===== src/rtl/bpsk_tx_sequencer.sv =====
// BPSK transmit sequencer: two ping-pong frame banks fed by a valid/ready stream,
// drained through the ModInt/ModDone modulator handshake. Define BPSK_TX_TIMEOUT_EN for the ModDone watchdog.
module bpsk_tx_sequencer #(
  parameter int WORDS          = 16,
  parameter int DIV_W          = 3,
  parameter int CNT_W          = 16,
  parameter int TIMEOUT_CYCLES = 65535
) (
  input  logic             Clk,
  input  logic             Reset_n,
  input  logic             WrValid,
  output logic             WrReady,
  input  logic [31:0]      WrData,
  input  logic             WrLast,
  input  logic [DIV_W-1:0] CfgOutDiv,
  output logic [DIV_W-1:0] ModOutDiv,
  output logic [31:0]      ModData [0:WORDS-1],
  output logic             ModInt,
  input  logic             ModDone,
  output logic             Busy,
  output logic [CNT_W-1:0] FramesSent,
  output logic             ErrTimeout
);

  localparam int IDX_W = $clog2(WORDS);
  localparam int LEN_W = $clog2(WORDS + 1);

  typedef enum logic [1:0] {
    ST_IDLE,
    ST_KICK,
    ST_WAIT_DONE,
    ST_RELEASE
  } tx_state_t;

  tx_state_t        r_state;
  logic [31:0]      r_mem [2][WORDS];
  logic [1:0]       r_full;
  logic [LEN_W-1:0] r_len [2];
  logic             r_fill_ptr;
  logic             r_tx_ptr;
  logic [IDX_W-1:0] r_widx;
  logic             r_done_q;

  logic w_accept;
  logic w_frame_end;
  logic w_release;
  logic w_done_rise;
  logic w_count_frame;

  // The writer sees a free fill bank; gated by the reset pin so the source never handshakes during reset.
  assign WrReady     = Reset_n & ~r_full[r_fill_ptr];
  assign w_accept    = WrValid & WrReady;
  assign w_frame_end = w_accept & (WrLast | (r_widx == IDX_W'(WORDS - 1)));
  assign w_release   = (r_state == ST_RELEASE);
  assign w_done_rise = ModDone & ~r_done_q;
  assign Busy        = (r_state != ST_IDLE) | (|r_full);

  // NOTE: frame storage has no reset; a bank's length register masks stale words out of ModData.
  always_ff @(posedge Clk) begin
    if (w_accept) begin
      r_mem[r_fill_ptr][r_widx] <= WrData;
    end
  end

  // NOTE: sequential state uses non-blocking assignments so every reader sees pre-edge values.
  always_ff @(posedge Clk or negedge Reset_n) begin
    if (!Reset_n) begin
      r_full     <= '0;
      r_len[0]   <= '0;
      r_len[1]   <= '0;
      r_fill_ptr <= 1'b0;
      r_widx     <= '0;
    end else begin
      if (w_accept) begin
        if (w_frame_end) begin
          r_len[r_fill_ptr]  <= LEN_W'(r_widx) + LEN_W'(1);
          r_full[r_fill_ptr] <= 1'b1;
          r_fill_ptr         <= ~r_fill_ptr;
          r_widx             <= '0;
        end else begin
          r_widx <= r_widx + IDX_W'(1);
        end
      end
      // A bank being released is FULL, the bank being filled is FREE, so the two never collide.
      if (w_release) begin
        r_full[r_tx_ptr] <= 1'b0;
      end
    end
  end

  // NOTE: every output of this combinational block is assigned on every path, so no latch is inferred.
  always_comb begin
    for (int i = 0; i < WORDS; i++) begin
      ModData[i] = (LEN_W'(i) < r_len[r_tx_ptr]) ? r_mem[r_tx_ptr][i] : '0;
    end
  end

`ifdef BPSK_TX_TIMEOUT_EN
  logic [31:0] r_wdog;
  logic        r_timed_out;

  assign w_count_frame = ~r_timed_out;
`else
  assign w_count_frame = 1'b0 == 1'b0;
  assign ErrTimeout    = 1'b0;

  // Watchdog compiled out: the limit only has meaning when the counter exists.
  if (TIMEOUT_CYCLES < 1) begin : g_timeout_unused
  end
`endif

  always_ff @(posedge Clk or negedge Reset_n) begin
    if (!Reset_n) begin
      r_state    <= ST_IDLE;
      r_tx_ptr   <= 1'b0;
      r_done_q   <= 1'b0;
      ModInt     <= 1'b0;
      ModOutDiv  <= '0;
      FramesSent <= '0;
`ifdef BPSK_TX_TIMEOUT_EN
      r_wdog      <= '0;
      r_timed_out <= 1'b0;
      ErrTimeout  <= 1'b0;
`endif
    end else begin
      r_done_q <= ModDone;
      ModInt   <= 1'b0;
      case (r_state)
        ST_IDLE: begin
          if (r_full[r_tx_ptr]) begin
            r_state   <= ST_KICK;
            ModInt    <= 1'b1;
            ModOutDiv <= CfgOutDiv;
          end
        end
        ST_KICK: begin
          r_state <= ST_WAIT_DONE;
`ifdef BPSK_TX_TIMEOUT_EN
          r_wdog <= '0;
`endif
        end
        ST_WAIT_DONE: begin
          if (w_done_rise) begin
            r_state <= ST_RELEASE;
`ifdef BPSK_TX_TIMEOUT_EN
          end else if (r_wdog == 32'(TIMEOUT_CYCLES - 1)) begin
            r_state     <= ST_RELEASE;
            r_timed_out <= 1'b1;
            ErrTimeout  <= 1'b1;
          end else begin
            r_wdog <= r_wdog + 32'd1;
`endif
          end
        end
        ST_RELEASE: begin
          r_state  <= ST_IDLE;
          r_tx_ptr <= ~r_tx_ptr;
          if (w_count_frame && (FramesSent != '1)) begin
            FramesSent <= FramesSent + CNT_W'(1);
          end
`ifdef BPSK_TX_TIMEOUT_EN
          r_timed_out <= 1'b0;
`endif
        end
        default: r_state <= ST_IDLE;
      endcase
    end
  end

endmodule

===== config.mk =====
export PLATFORM = sky130hd
export DESIGN_NAME = bpsk_tx_sequencer
export DESIGN_NICKNAME = d
export VERILOG_FILES = /design/src/rtl/bpsk_tx_sequencer.sv
export SDC_FILE = /design/constraint.sdc
export NUM_CORES = 1
export LEC_CHECK = 0
export CORE_AREA = 2 2 344 346
export DETAILED_ROUTE_END_ITERATION = 12
export DIE_AREA = 0 0 346 348
export GPL_TIMING_DRIVEN = 1
export PLACE_DENSITY = 0.66
export SLEW_MARGIN = 20
export SYNTH_ARGS = -nofsm -noshare
export SYNTH_HDL_FRONTEND = slang
export SYNTH_SLANG_ARGS = --single-unit
export TNS_END_PERCENT = 30

===== constraint.sdc =====
create_clock -name Clk -period 3.6 [get_ports Clk]
set_input_delay 0.54 -clock Clk [delete_from_list [all_inputs] [get_ports Clk]]
set_output_delay 0.54 -clock Clk [all_outputs]
set_load 0.03 [all_outputs]

# After elaboration in Yosys (flattened, before gate mapping)
# Memories as Yosys holds them, arrays and structs flattened.
# Cells that the tools add are included.
# word_totals
ff_bits	41
ram_bits	1024
input_bits	40
out_inout_bits	535
memories	1
# memory_table
name	words	width	rd	rd_ports_with_merged_regs	wr	line_no	rtl
r_mem	2	512	1	0	1	36	logic [31:0] r_mem [2][WORDS];
# classes
addsub	3
order_cmp	25
eq_ne	7
mux	43
bitwise_logic	16
n_reduce_logical	11
# ops
cell	count
$mux W32	17
$mux W512	1
$demux W32 S4	1
$lt A4 B5 Y1 const A	8
$lt A3 B5 Y1 const A	4
$mux W5	4
$add A16 B1 Y16 const B	1
$ne A16 B16 Y1 const B	1
$bwmux W10	1
$lt A1 B5 Y1 const A	2
$lt A2 B5 Y1 const A	2
$mux W2	5
$mux W1	9
$pmux W2 S4	1
$reduce_and A2 Y1	4
$add A4 B1 Y5 const B	1
$demux W5 S1	1
$ge A5 B5 Y1 const B	1
$lt A5 B1 Y1 const B	1
$not A4 Y5	1
$add A4 B1 Y4 const B	1
$and A1 B1 Y1	4
$eq A2 B2 Y1 const B	2
$eq A4 B4 Y1 const B	1
18 further kinds	31

# Logic depth before layout (Yosys ltp)
# Gate-level depths: netlist of the first run.
# logic_depth
word_depth	10
ltp_mapped	7
mapped_depth_nobuf	5

# Worst setup path after synthesis of the first run
# No wires, ideal clock.
# synth_path
path_kind	input -> register
from	in WrValid
to	mem r_mem[1][128] (netlist bit) (enable)
setup_time_ns	0.421
arrival_time_ns	2.617
path_slack_ns	0.561
path_stages	5
n_path_buf	1
cell_sequence	nand2_1 > nor2b_1 > nand2_1 > clkbuf_1 > nor2_1
# synth_between
elab_chain_len	3
# synth_lines
item	line_no	rtl
from (decl)	11	input logic WrValid,
$and A1 B1 Y1	52	assign w_accept = WrValid & WrReady;
$mux W1	60	if (w_accept) begin
$mux W512 (implied by the code)	61	r_mem[r_fill_ptr][r_widx] <= WrData;
to (decl)	36	
# No other way between the ends.

==> results.cfg, run 1 <==
[outcome]
status = complete, no violations

[setup_path]
crit_end = ModData[10]
worstPathCellList = buf_16 -> mux2i_1 -> nor2_1 -> clkdlybuf4s50_1
cp_slowest_cell = clkdlybuf4s50_1
r2r_setup_slack_ps = 800
reg2reg_depth = 6
r2r-start = r_fill_ptr$_DFFE_PN0P_
critPathLaunchType = flop
crit_arrival_ps = 2990
cp_max_fo = 98
crit_type = flop to output port
crit_path_max_incr_delay_ps = 740
timing.rr.end = r_mem[0][203]$_DFFE_PP_
end_kind = output port
cp-startpoint = r_tx_ptr$_DFFE_PN0P_
required_ps = 3060

[final_layout]
final_cell_mix = edfxtp_1, nor2_1, mux2i_1
drive_above_1_share_pct = 24.4
layout_commonest_cell = edfxtp_1
design_area_sq_mm = 0.0516
nets = 3133
area_growth_pct = 26.9
fill_cells = 10300

[placed_design]
gp_congestion = 0.784
place_area_sq_mm = 0.0478
io_buffers = 573
pre_cts_ws_ps = 439
dp_hpwl_mm = 74.2

[global_routing]
grt_max_degree = 99
grt.overflow.total = 0
antenna_found_initial = 13
grt_first_pass_wirelength_mm = 167
grt_pass1_vias = 22400
grt_usage_pct = 19.7

[clocking]
cts_root_buffer = clkbuf_16
h-tree-depth = 3
numCtsBuffers = 108
holdBufCountCts = 0
cts_max_path_buffers = 3
clock-sinks = 1065
insertion_delay_ps = 700
clk_pin_slew_ps = 60
cts_tree = done

[run]
maxCapViolations = 0

[route]
via_per_inst = 4.96
drc = 0
routed_wl_mm = 123
wl_per_cell_microns = 26.2
ant_nets = 0
drtIter0Drc = 2424
dr.pass1.iters = 5
routed-via-count = 23400

[pwr]
finalPower_mw = 48.7
ir_drop_uv = 600
p_clk_share_pct = 22.5
p_sw_share_pct = 42.4
p_int_mw = 28.0
seqPwrFrac_pct = 29.3
power.leakage_nw = 19.6
pwr-share-comb_pct = 48.2
pwr_density_cell_mw_per_mm2 = 943
p_switching_mw = 20.7

[synthesis]
netlist_area_sq_mm = 0.0407
synth_seq_cells = 1065
synth_ff_type = edfxtp_1
yosysWarnings = 0
synth_edf_count = 1024
ys_async_sr_fraction_pct = 3.85
synth_cell_types = 44
synth-seq-area-share_pct = 78.1
syn_avg_cell_area_sq_um = 16.8
netlist_instances = 2416
syn_nets = 2465

[timing]
setup_slack_ps = 71.0
fmax_mhz = 283
slew_violations = 0
hold_viol_final = 0
fin_crit_ps = 3530
setup_viol = 0
hold_slack_ps = 89.5
post-route-period-util_pct = 98.0
fin_setup_tns_ps = 0
worst_pin_slew_ps = 1180
rsz0062_at_grt = yes
slew-limit-headroom_pct = 21.4
final.setup_skew_ps = 22.3

[die]
initial_core_util_pct = 34.8
die_area_sq_mm = 0.120
pin_count = 575
die_x_microns = 346
core_sq_mm = 0.117
num_rows = 126
die_h_microns = 348

[min_path]
hold_path.class = primary input to asynchronous set/reset pin
[registers in the layout, indices dropped and copies added (netlist names)]
name / cells
r_fill_ptr: 1
ModOutDiv: 3
r_full: 2
r_done_q: 1
FramesSent: 16
r_mem: 1024
ModInt: 1
r_tx_ptr: 1
r_widx: 4
r_state: 2
r_len: 10
[power by group through the flow]
stage	clock (mW)	sequential [mW]	combinational (mW)
after floorplan	0	14.5	13.8
after global placement	0	14.5	23.2
after detailed placement	0	14.5	23.2
after CTS	11.2	14.2	23.5
after global routing	11.7	14.3	24.5
final	10.9	14.2	23.5
[cells by family (layout without fill, tap and decap cells)]
| kind of cell | Yosys count | in the layout | share of synthesized area (%) |
|---|---|---|---|
| other | 1 | 6 | 0.00922 |
| buffers and inverters | 124 | 880 | 1.46 |
| multiplexers | 531 | 531 | 13.1 |
| XOR/XNOR | 15 | 15 | 0.323 |
| AND/OR/NAND/NOR | 631 | 631 | 6.15 |
| flip-flops | 1065 | 1065 | 78.1 |
| adder cells (fa/ha/maj) | 9 | 9 | 0.277 |
| AO/OA/AOI/OAI | 40 | 40 | 0.572 |
[cell usage after synthesis, drive strengths merged (2+ instances only)]
master,n,area [sq um]
edfxtp,1024,30700
a21oi,20,100
o21ai,9,45.0
nor4b,2,23.8
ha,9,113
inv,9,33.8
nor2,567,2130
xnor2,4,35.0
nand2,18,67.6
buf,98,498
dfrtp,41,1030
nand3,9,45.0
clkbuf,17,63.8
and4,3,26.3
and3,5,31.3
nor3,5,25.0
mux2,10,113
nor4,2,18.8
and2,2,12.5
a31oi,2,12.5
o31ai,3,27.5
mux2i,521,5220
nand3b,4,30.0
nand4,7,43.8
o22ai,2,12.5
xor2,11,96.3
nand2b,2,12.5
[worst min-delay path by stage]
stage / start / endpoint / slack (ps) / cells past startpoint
6_report: Reset_n / r_full[0]$_DFF_PN0_ / 90 / 2
5_1_grt: Reset_n / r_full[0]$_DFF_PN0_ / 90 / 2
4_1_cts: Reset_n / r_full[0]$_DFF_PN0_ / 30 / 2
3_5_place_dp: FramesSent[13]$_DFFE_PN0P_ / FramesSent[13]$_DFFE_PN0P_ / 480 / 1
3_3_place_gp: ModOutDiv[2]$_DFFE_PN0P_ / ModOutDiv[2]$_DFFE_PN0P_ / 490 / 1
2_1_floorplan: Reset_n / FramesSent[0]$_DFFE_PN0P_ / 240 / 0
[layer usage]
layer  wire [microns]  track usage [%]
met2            60100             32.4
met4             2720             5.61
met3             9670             4.35
met1            50700             26.2
met5               13                0
[layout make-up]
type	instances	area, sq um	area share (%)
Clock buffer	129	2780	5.39
Tap cell	1536	1920	3.72
Antenna cell	5	12.5	0.0242
Inverter	9	33.8	0.0654
Multi-Input combinational cell	1227	8630	16.7
Sequential cell	1065	31800	61.6
Timing Repair Buffer	673	5790	11.2
Clock inverter	69	674	1.31
[worst max-delay path: cells and delay by family (launching register included)]
family,cells,cell delay [ps]
flops,1,560
mux,1,160
simple gates,1,230
buf+inv,2,1180
[stage by stage]
stage / cells / utilization [%]
final: 4713 / 44.1
after global routing: 4708 / 44.1
after CTS: 4702 / 44.0
after detailed placement: 4496 / 40.9
after global placement: 4496 / 40.9
after floorplan: 2416 / -
[repair_timing]
action	in CTS	in global routing
setup buffers	6	5
pin swaps	1	2
gates cloned	2	1
endpoints found under the setup margin	364	238
resized for setup	70	19
No activity file was read; power rests on OpenSTA's default activity.
==> inputs of run 2 (changes only) <==
Settings changed: CTS_CLUSTER_SIZE from default to 10, PLACE_DENSITY 0.66 to 0.65.
Clock period 3.6 ns to 3.1 ns, I/O delays scaled along.
==> run 2 against run 1 <==
Against the previous run:
- the run now ends with setup timing left
- register-to-register slack lost 80 ps
- via count increased by 1.0%
- critical path type unchanged
- cell count up 0.38%
- critical endpoint is now ModData[210]
- highest routed layer is now met4
- worst hold slack improved by 160 ps
- setup slack got worse by 160 ps
- die area unchanged
- non-clock buffer count rose by 48
- routed wire length up 1.8%
==> results.cfg, run 2 (synthesized netlist as in run 1, its figures left out) <==
[outcome]
status = complete, but fails checks
failed_checks = setup timing

[clocking]
cts_tree = done
cts_root_buffer = clkbuf_16
numCtsBuffers = 120
clk_pin_slew_ps = 50
h-tree-depth = 3
cts_max_path_buffers = 3
insertion_delay_ps = 700
clock-sinks = 1065

[final_layout]
largest_reg_flops = 1024
top_register = r_mem
drive_above_1_share_pct = 30.0
layout_commonest_cell = edfxtp_1
reg.largest.list = r_mem: 1024 flops, FramesSent: 16 flops, r_len: 10 flops
stdcell_count = 4731
fill_cells = 10100
area_growth_pct = 31.2
fin_util_pct = 45.6
final_cell_mix = edfxtp_1, mux2i_1, nor2_1
nets = 3193

[pwr]
finalPower_mw = 60.0
pwr_density_cell_mw_per_mm2 = 1120
ir_drop_uv = 909
power.leakage_nw = 20.2

[die]
core_sq_mm = 0.117
die_x_microns = 346
die_area_sq_mm = 0.120
pin_count = 575
die_h_microns = 348
initial_core_util_pct = 34.8
num_rows = 126

[run]
maxCapViolations = 0

[global_routing]
grt_first_pass_wirelength_mm = 171
grt_usage_pct = 20.1
grt_pass1_vias = 22800
grt_max_degree = 49
grt.overflow.total = 0
antenna_found_initial = 9

[route]
dr.pass1.iters = 7
wl_per_cell_microns = 26.5
ant_nets = 0
via_per_inst = 4.99
routed-via-count = 23600
drtIter0Drc = 2112
routed_wl_mm = 125
drc = 0

[placed_design]
gp_congestion = 0.774
dp_hpwl_mm = 73.6
pre_cts_ws_ps = 201
io_buffers = 573
place_inst = 4509

[setup_path]
end_kind = output port
crit_type = flop to output port
crit_arrival_ps = 2720
required_ps = 2630
critPathLaunchType = flop
cp_max_fo = 8

[timing]
setup_viol = 110
fin_crit_ps = 3190
hold_viol_final = 0
fin_setup_tns_ps = -2510
worst_pin_slew_ps = 1150
slew-limit-headroom_pct = 23.6
setup_slack_ps = -86.8
slew_violations = 0
final.setup_skew_ps = 28.7
rsz0062_at_grt = yes
fmax_mhz = 314
post-route-period-util_pct = 103

[min_path]
hold_path.class = primary input to flop
## run 2: area by class of cell
type	count	area [sq um]	share of cell area (%)
sequential	1065	31800	59.5
inverter	9	33.8	0.0633
timing repair buffer	721	7100	13.3
clock inverter	13	150	0.281
tap	1536	1920	3.60
antenna	5	12.5	0.0234
clock buffer	155	3170	5.93
multi-input combinational	1227	9230	17.3
## run 2: timing repair
item | 4_1_cts | 5_1_grt
pin swaps | 9 | 29
hold endpoints to repair | 41 | 0
hold buffers | 1 | 0
setup buffers | 21 | 8
setup endpoints to repair | 496 | 438
cloned | 16 | 4
resized for setup | 498 | 188
## run 2: per-layer routing
layer  share of wire (%)  wire [microns]  global-route usage [%]  vias to the layer above
met5                   0               0                       0                        -
met4                 2.1            2690                    5.12                        0
met3                 8.3           10400                    4.67                      144
met2                  49           61400                    33.5                      980
met1                  41           50800                    26.6                    12100
li1                    -               -                       -                    10400
## run 2: path summary, 6_finish.rpt
check	start	endpoint	slack, ps	depth (start not counted)
worst max-delay path	r_tx_ptr$_DFFE_PN0P_	ModData[210]	-90	9
worst min-delay path	ModDone	r_done_q$_DFF_PN0_	250	1
worst max register to register	r_full[1]$_DFF_PN0_	r_mem[0][230]$_DFFE_PP_	720	6
worst min register to register	FramesSent[13]$_DFFE_PN0P_	FramesSent[13]$_DFFE_PN0P_	500	1
max in group asynchronous	Reset_n	r_tx_ptr$_DFFE_PN0P_	2350	3
min in group asynchronous	Reset_n	FramesSent[10]$_DFFE_PN0P_	410	3
## run 2: report_power, final
part           internal [mW]  leakage [nW]  switching [mW]  total [mW]
clock network           7.10          1.60            5.30        12.4
registers               16.2          9.73           0.283        16.5
logic                   11.7          8.85            19.4        31.1
total                   35.0          20.2            25.0        60.0
## run 2: per-stage QoR
stage | instance area [sq um] | hold WS [ps]
finish | 53400 | 248
global route | 53400 | 206
CTS | 52600 | 178
detailed placement | 48400 | 490
global placement | 48400 | 487
floorplan | 40700 | 169
## run 2: worst max-delay path, cell delays in order, from the launching register on
cell     delay [ps]
dfrtp_4         490
buf_12          160
buf_16          130
a21oi_4         230
buf_12          160
buf_4           130
o21ai_4          60
buf_12          150
nor2_1          270
buf_4           230
